### config.mk
export PLATFORM = sky130hd
export DESIGN_NAME = run_sequencer
export DESIGN_NICKNAME = d
export VERILOG_FILES = /design/src/rtl/run_sequencer.sv
export SDC_FILE = /design/constraint.sdc
export NUM_CORES = 1
export LEC_CHECK = 0
export ABC_CLOCK_PERIOD_IN_PS = 2100
export CORE_MARGIN = 1
export CORE_UTILIZATION = 52
export DETAILED_ROUTE_END_ITERATION = 16
export PLACE_DENSITY = 0.76
export SLEW_MARGIN = 30
export SYNTH_ARGS = -nofsm -noshare
export SYNTH_HDL_FRONTEND = slang
export SYNTH_SLANG_ARGS = --single-unit
### constraint.sdc
create_clock -name clk -period 2.1 [get_ports clk]
set_input_delay 0.42 -clock clk [delete_from_list [all_inputs] [get_ports clk]]
set_output_delay 0.42 -clock clk [all_outputs]
set_load 0.05 [all_outputs]
### src/rtl/run_sequencer.sv
// Test-run sequencer: staged DUT reset release, one-shot start pulse,
// and a cycle counter with watchdog that latches the completion status.
module run_sequencer #(
    parameter int RST_HOLD    = 4,
    parameter int START_DELAY = 2,
    parameter int TIMEOUT     = 1000,
    parameter int CNT_W       = 32
) (
    input  logic             clk,
    input  logic             reset,
    input  logic             done,
    output logic             rst_out,
    output logic             start,
    output logic             busy,
    output logic             finished,
    output logic             timeout,
    output logic [CNT_W-1:0] cycle_count
);

    typedef enum logic [2:0] {
        HOLD,
        WAIT,
        RUN,
        DONE,
        TOUT
    } state_t;

    localparam logic [CNT_W-1:0] HOLD_LAST  = CNT_W'(RST_HOLD - 1);
    localparam logic [CNT_W-1:0] WAIT_LAST  = CNT_W'(START_DELAY - 1);
    localparam logic [CNT_W-1:0] TOUT_LAST  = CNT_W'(TIMEOUT - 1);
    localparam logic [CNT_W-1:0] TOUT_VALUE = CNT_W'(TIMEOUT);

    state_t           state_reg, state_next;
    logic [CNT_W-1:0] cnt_reg, cnt_next;
    logic [CNT_W-1:0] cycle_count_reg, cycle_count_next;
    logic             rst_out_reg, rst_out_next;
    logic             start_reg, start_next;
    logic             busy_reg, busy_next;
    logic             finished_reg, finished_next;
    logic             timeout_reg, timeout_next;

    always_ff @(posedge clk) begin
        if (reset) begin
            state_reg       <= HOLD;
            cnt_reg         <= '0;
            cycle_count_reg <= '0;
            rst_out_reg     <= 1'b1;
            start_reg       <= 1'b0;
            busy_reg        <= 1'b0;
            finished_reg    <= 1'b0;
            timeout_reg     <= 1'b0;
        end else begin
            state_reg       <= state_next;
            cnt_reg         <= cnt_next;
            cycle_count_reg <= cycle_count_next;
            rst_out_reg     <= rst_out_next;
            start_reg       <= start_next;
            busy_reg        <= busy_next;
            finished_reg    <= finished_next;
            timeout_reg     <= timeout_next;
        end
    end

    always_comb begin
        state_next       = state_reg;
        cnt_next         = cnt_reg;
        cycle_count_next = cycle_count_reg;
        rst_out_next     = rst_out_reg;
        start_next       = 1'b0;  // start can only ever last one cycle
        busy_next        = busy_reg;
        finished_next    = finished_reg;
        timeout_next     = timeout_reg;

        case (state_reg)
            HOLD: begin
                if (cnt_reg == HOLD_LAST) begin
                    state_next   = WAIT;
                    rst_out_next = 1'b0;
                    cnt_next     = '0;
                end else begin
                    cnt_next = cnt_reg + 1'b1;
                end
            end
            WAIT: begin
                if (cnt_reg == WAIT_LAST) begin
                    state_next       = RUN;
                    start_next       = 1'b1;
                    busy_next        = 1'b1;
                    cycle_count_next = '0;
                end else begin
                    cnt_next = cnt_reg + 1'b1;
                end
            end
            RUN: begin
                // done is checked first so it beats a coincident watchdog expiry
                if (done) begin
                    state_next    = DONE;
                    finished_next = 1'b1;
                    busy_next     = 1'b0;
                end else if (cycle_count_reg == TOUT_LAST) begin
                    state_next       = TOUT;
                    timeout_next     = 1'b1;
                    busy_next        = 1'b0;
                    cycle_count_next = TOUT_VALUE;
                end else begin
                    cycle_count_next = cycle_count_reg + 1'b1;
                end
            end
            default: begin
                state_next = state_reg;
            end
        endcase
    end

    assign rst_out     = rst_out_reg;
    assign start       = start_reg;
    assign busy        = busy_reg;
    assign finished    = finished_reg;
    assign timeout     = timeout_reg;
    assign cycle_count = cycle_count_reg;

endmodule

Word-level counts from Yosys, hierarchy flattened
Index checks and enable logic that the tools add are counted.

Output and inout bits: 37. Register bits: 72. Word-level logic and storage cells: 51. Bits of input ports: 3.

Eq/ne operators: 10. Mux-type cells: 17. Add/subtract/negate cells: 2. Reduce and logical (&&, ||, !) cells: 12. Bitwise operators: 2.

Operators by type and width (number): 32-bit two-way mux (5); 32-bit case mux with 2 select lines (2); 32-bit by 1-bit adder with 32-bit output (second input constant) (2); 32-bit by 1-bit == test with 1-bit output (second input constant) (1); 32-bit by 10-bit == test with 1-bit output (second input constant) (1); 32-bit by 2-bit == test with 1-bit output (second input constant) (1); 3-bit two-way mux (4); 3-bit case mux with 3 select lines (1); 3-bit AND reduction (3); 2-bit inequality test (second input constant) (4); 2-bit AND reduction (3); 1-bit two-way mux (4); 4-bit AND reduction (1); 2-bit nonzero test (2); 3-bit by 1-bit == test with 1-bit output (second input constant) (1); 3-bit by 2-bit == test with 1-bit output (second input constant) (1); 3-bit zero test (1); 3-bit inequality test (second input constant) (1); 3-bit nonzero test (1); 1-bit NOT (2); 1-bit case mux with 2 select lines (1); 2-bit OR reduction (1).

Depth between registers and ports, before layout
Word-level depth: 4. Gate-level depth with buffers: 9. Gate-level depth less buffers: 7.

Worst setup path after synthesis
No wires, ideal clock.

Kind: reg2reg. From: register cycle_count_reg[0], in the netlist cycle_count[0]. To: register cycle_count_reg[4], in the netlist cycle_count[4]. Buffers on the path: 1. Required time: 1967 ps. Setup slack: -290 ps. Arrival time: 2257 ps. Stages on the path, launching flop included: 8. Cell sequence: dfxtp_1 > ha_1 > nor4bb_1 > nand4_1 > o31a_1 > clkbuf_1 > a211oi_1 > nor3_1.

Cells in the longest elaborated chain, start to end: 4.

RTL lines: start, declared (RTL line 35) `logic [CNT_W-1:0] cycle_count_reg, cycle_count_next;`; start signal, assigned (RTL line 55) `cycle_count_reg <= cycle_count_next;`; 32-bit by 1-bit adder with 32-bit output / 32-bit by 10-bit == test with 1-bit output (equally long branches) (RTL line 106, 100); 32-bit two-way mux * (RTL line 100) `end else if (cycle_count_reg == TOUT_LAST) begin`; 32-bit two-way mux * (RTL line 96) `if (done) begin`; 32-bit case mux with 2 select lines * (RTL line 74) `case (state_reg)`.

Mark *: on every way between the ends. The rest lies on a longest branch, timed or not. The select of a mux whose other input is x is not followed. A chain may end at the register's enable or synchronous reset.

Final worst setup path
From: register cycle_count_reg[21], in the netlist cycle_count[21]. To: register cycle_count_reg[31], in the netlist cycle_count[31].

The elaborated chain is that of the path after synthesis.

==> summary.txt <==
Power
  • Power share of the clock group: 37.1%
  • Net Sw Frac: 26.9%
  • Peak VDD IR: 0.378 mV
  • Total power: 0.00294 W
  • Psw: 0.000793 W
  • Reg power frac: 47.9%
  • Comb power frac: 15.0%
  • Internal: 0.00215 W
  • Pleak: 2.35 nW
  • P per Cell Area: 524 nW/µm²

Yosys
  • Yosys cell types: 58
  • Mean post-synth cell area: 8.17 µm²
  • Area contributors post-synth: dfxtp_1, a21oi_1, nor2_1, nand4_1, xor2_1
  • Asr flop ratio synth: 0%
  • FF+latch count, synth: 72
  • EDFF count, synth: 0
  • Area of the mapped netlist: 3980 µm²
  • Synth top area share: 36.2%
  • Main flop type after synthesis: dfxtp_1
  • Synth Instances: 487
  • Register area share after synthesis: 36.2%
  • YS warnings: 0
  • Synth area leader: dfxtp_1
  • Most frequent cell after synthesis: dfxtp_1
  • Top cells by count, synth: dfxtp_1, nor2_1, a21oi_1
  • Net count after synthesis: 493

Clocking
  • CTS tree: yes
  • Clk_lat worst skew: 0.36 ns
  • Root Driver: clkbuf_8
  • CTS Buffer Depth: 2
  • Clk sinks: 72
  • Clock-pin slew on the worst setup and hold paths: 0.08 ns
  • H-tree depth: 3
  • Hold_buf cts: 0
  • CTS Buf Count: 9

Floorplanning
  • Boundary pin count: 40
  • Die width: 89.5 µm
  • Core Region: 7330 µm²
  • Starting density of the core: 54.3%
  • Rows: 31
  • Die Height: 89.5 µm
  • Die area: 8010 µm²

GRT
  • Grt met1 use: 43.9%
  • Grt met3 use: 6.37%
  • Pin count of the biggest net entering global routing: 24
  • Initial antenna violation count: 0
  • Vias in the first global route: 4120
  • Met2 global-route usage: 49.7%
  • Total grt overflow: 0
  • Global routing's busiest layer: met2
  • All-Layer GR Usage: 32.4%
  • First-pass GRT wire length: 19700 µm

Worst setup path
  • Delay of the slowest critical-path stage: 0.33 ns
  • WP buf/inv: 3
  • Worst Setup Start Kind: flop
  • Reg2Reg Capture Point: cycle_count[31]
  • Worst r2r src: cycle_count[21]
  • Worst-path fanout max: 8
  • Crit path max-delay family: compound AO/OA/AOI/OAI gates
  • Crit path max-delay cell type: dfxtp_2
  • Worst R2R Setup Slack: 0.01 ns
  • Worst Setup End Kind: flop
  • Crit. Startpoint: cycle_count[21]
  • WP data required: 2.32 ns
  • Critical path cell sequence: nor4_1, buf_4, nand4_1, buf_4, o31a_1, buf_4, o21a_1, o21ai_0, a21oi_1
  • Most frequent CP cell: buf_4
  • FF-to-FF path depth: 9
  • Crit path to: cycle_count[31]
  • CP Depth: 9
  • Critical path arrival: 2.31 ns
  • Setup CP Type: reg -> reg

Cells and area
  • Share of layout cells above drive strength 1: 30.7%
  • Final core utilization: 76.6%
  • FF+latch area: 1480 µm²
  • Non-filler cells, final: 717
  • Nets: 620
  • Antenna Diode Count: 0
  • Multi-input logic area: 2540 µm²
  • Area growth syn-to-layout: 41.1%
  • Layout fillers: 524

Timing
  • Final Hold Fails: 0
  • Fin Hold WS: 0.479 ns
  • Period minus WS final: 2.09 ns
  • Crit share post-route: 99.4%
  • Max frequency: 479 MHz
  • Slew headroom: 64.9%
  • Max-slew violations: 0
  • Clk_skew: 0.00823 ns
  • Unrepaired setup endpoints after global routing: true
  • Endpoints failing setup: 0
  • Least-Margin Pin Slew: 0.525 ns

Routing
  • Routed Antenna Nets: 0
  • Initial DRC count: 320
  • Initial DRT Pass Iterations: 5
  • Via count: 4440
  • Drt total wl: 12600 µm
  • Vias/cell: 6.19
  • DRC: 0
  • Avg WL per Cell: 17.6 µm

Run
  • Max-cap violations: 0

Outcome
  • Outcome: finished, final reports clean

Placement
  • Port bufs: 39
  • Dpl cells: 691
  • Final HPWL DP: 8510 µm
  • Gpl congestion: 0.933

Min path
  • Worst hold-check path type: reg -> reg
  • Hold wc startpoint: rst_out
-- power groups by stage --
stage | combinational, W | sequential (W) | clock [W]
detailed placement | 0.000392 | 0.00144 | 0
global placement | 0.000379 | 0.00144 | 0
floorplan | 0.000210 | 0.00146 | 0
finish | 0.000441 | 0.00141 | 0.00109
CTS | 0.000424 | 0.00141 | 0.00111
global route | 0.000471 | 0.00141 | 0.00118
-- metal layers --
metal  part of all wire (%)  routed length (µm)
met4                    2.1                 259
met2                     47                5900
met5                      0                   0
met3                    6.4                 810
met1                     45                5630
-- worst min-delay path, stage by stage, from the launching register on --
cell	delay [ns]
dfxtp_1	0.33
o31ai_1	0.06
nand2_1	0.05
-- layout make-up --
class | instances | area share, %
clock buffer | 12 | 2.58
tap | 99 | 2.21
sequential | 72 | 26.3
multi-input combinational | 378 | 45.2
timing repair buffer | 146 | 22.5
clock inverter | 3 | 0.735
inverter | 7 | 0.468
-- through the flow --
| step | TNS (ns) | area [µm²] | setup slack, ns |
|---|---|---|---|
| final | 0 | 5620 | 0.0132 |
| after global routing | -0.783 | 5620 | -0.0684 |
| after CTS | -0.0648 | 5470 | -0.0189 |
| after detailed placement | -1.12 | 5130 | -0.0571 |
| after global placement | -0.00195 | 5130 | -0.00195 |
| after floorplan | -0.0352 | 4010 | -0.0352 |
-- worst min-delay path by stage --
stage | to | slack (ns) | depth (start not counted)
final | rst_out | 0.48 | 2
after global routing | cnt_reg[25] | 0.51 | 2
after CTS | rst_out | 0.48 | 2
after detailed placement | rst_out | 0.47 | 2
after global placement | finished | 0.46 | 2
after floorplan | cnt_reg[27] | 0.48 | 2
-- cells by family (layout without fill, tap and decap cells) --
group                    Yosys count  count (layout)  share of synthesized area [%]
AO/OA/AOI/OAI                    105             105                           17.6
XOR/XNOR                          26              26                           5.72
adder cells (fa/ha/maj)            3               3                          0.943
buffers and inverters             37             168                           4.40
flip-flops                        72              72                           36.2
multiplexers                       2               2                          0.503
AND/OR/NAND/NOR                  242             242                           34.6
-- placed cells by master (no fill, tap or decap), types with 6 or more instances in the layout --
master / count
nor2_1: 50
and3_1: 12
dlygate4sd2_1: 6
xor2_1: 21
nor3_1: 15
nand3_1: 29
nor4_1: 8
nand2_1: 25
nand4_1: 31
inv_1: 6
a21oi_1: 39
and4_1: 9
a31oi_1: 8
nor4_2: 7
dfxtp_2: 19
clkdlybuf4s50_1: 21
buf_4: 100
dlymetal6s2s_1: 10
or3_1: 7
o21ai_0: 22
clkbuf_8: 10
dfxtp_1: 50
and2_1: 6
-- what timing repair did --
item,CTS,global route
endpoints found under the setup margin,45,67
buffers inserted,10,1
gates resized for setup,25,32
pin swaps,5,2
cloned,0,0
Power figures use the tool's default switching activity.
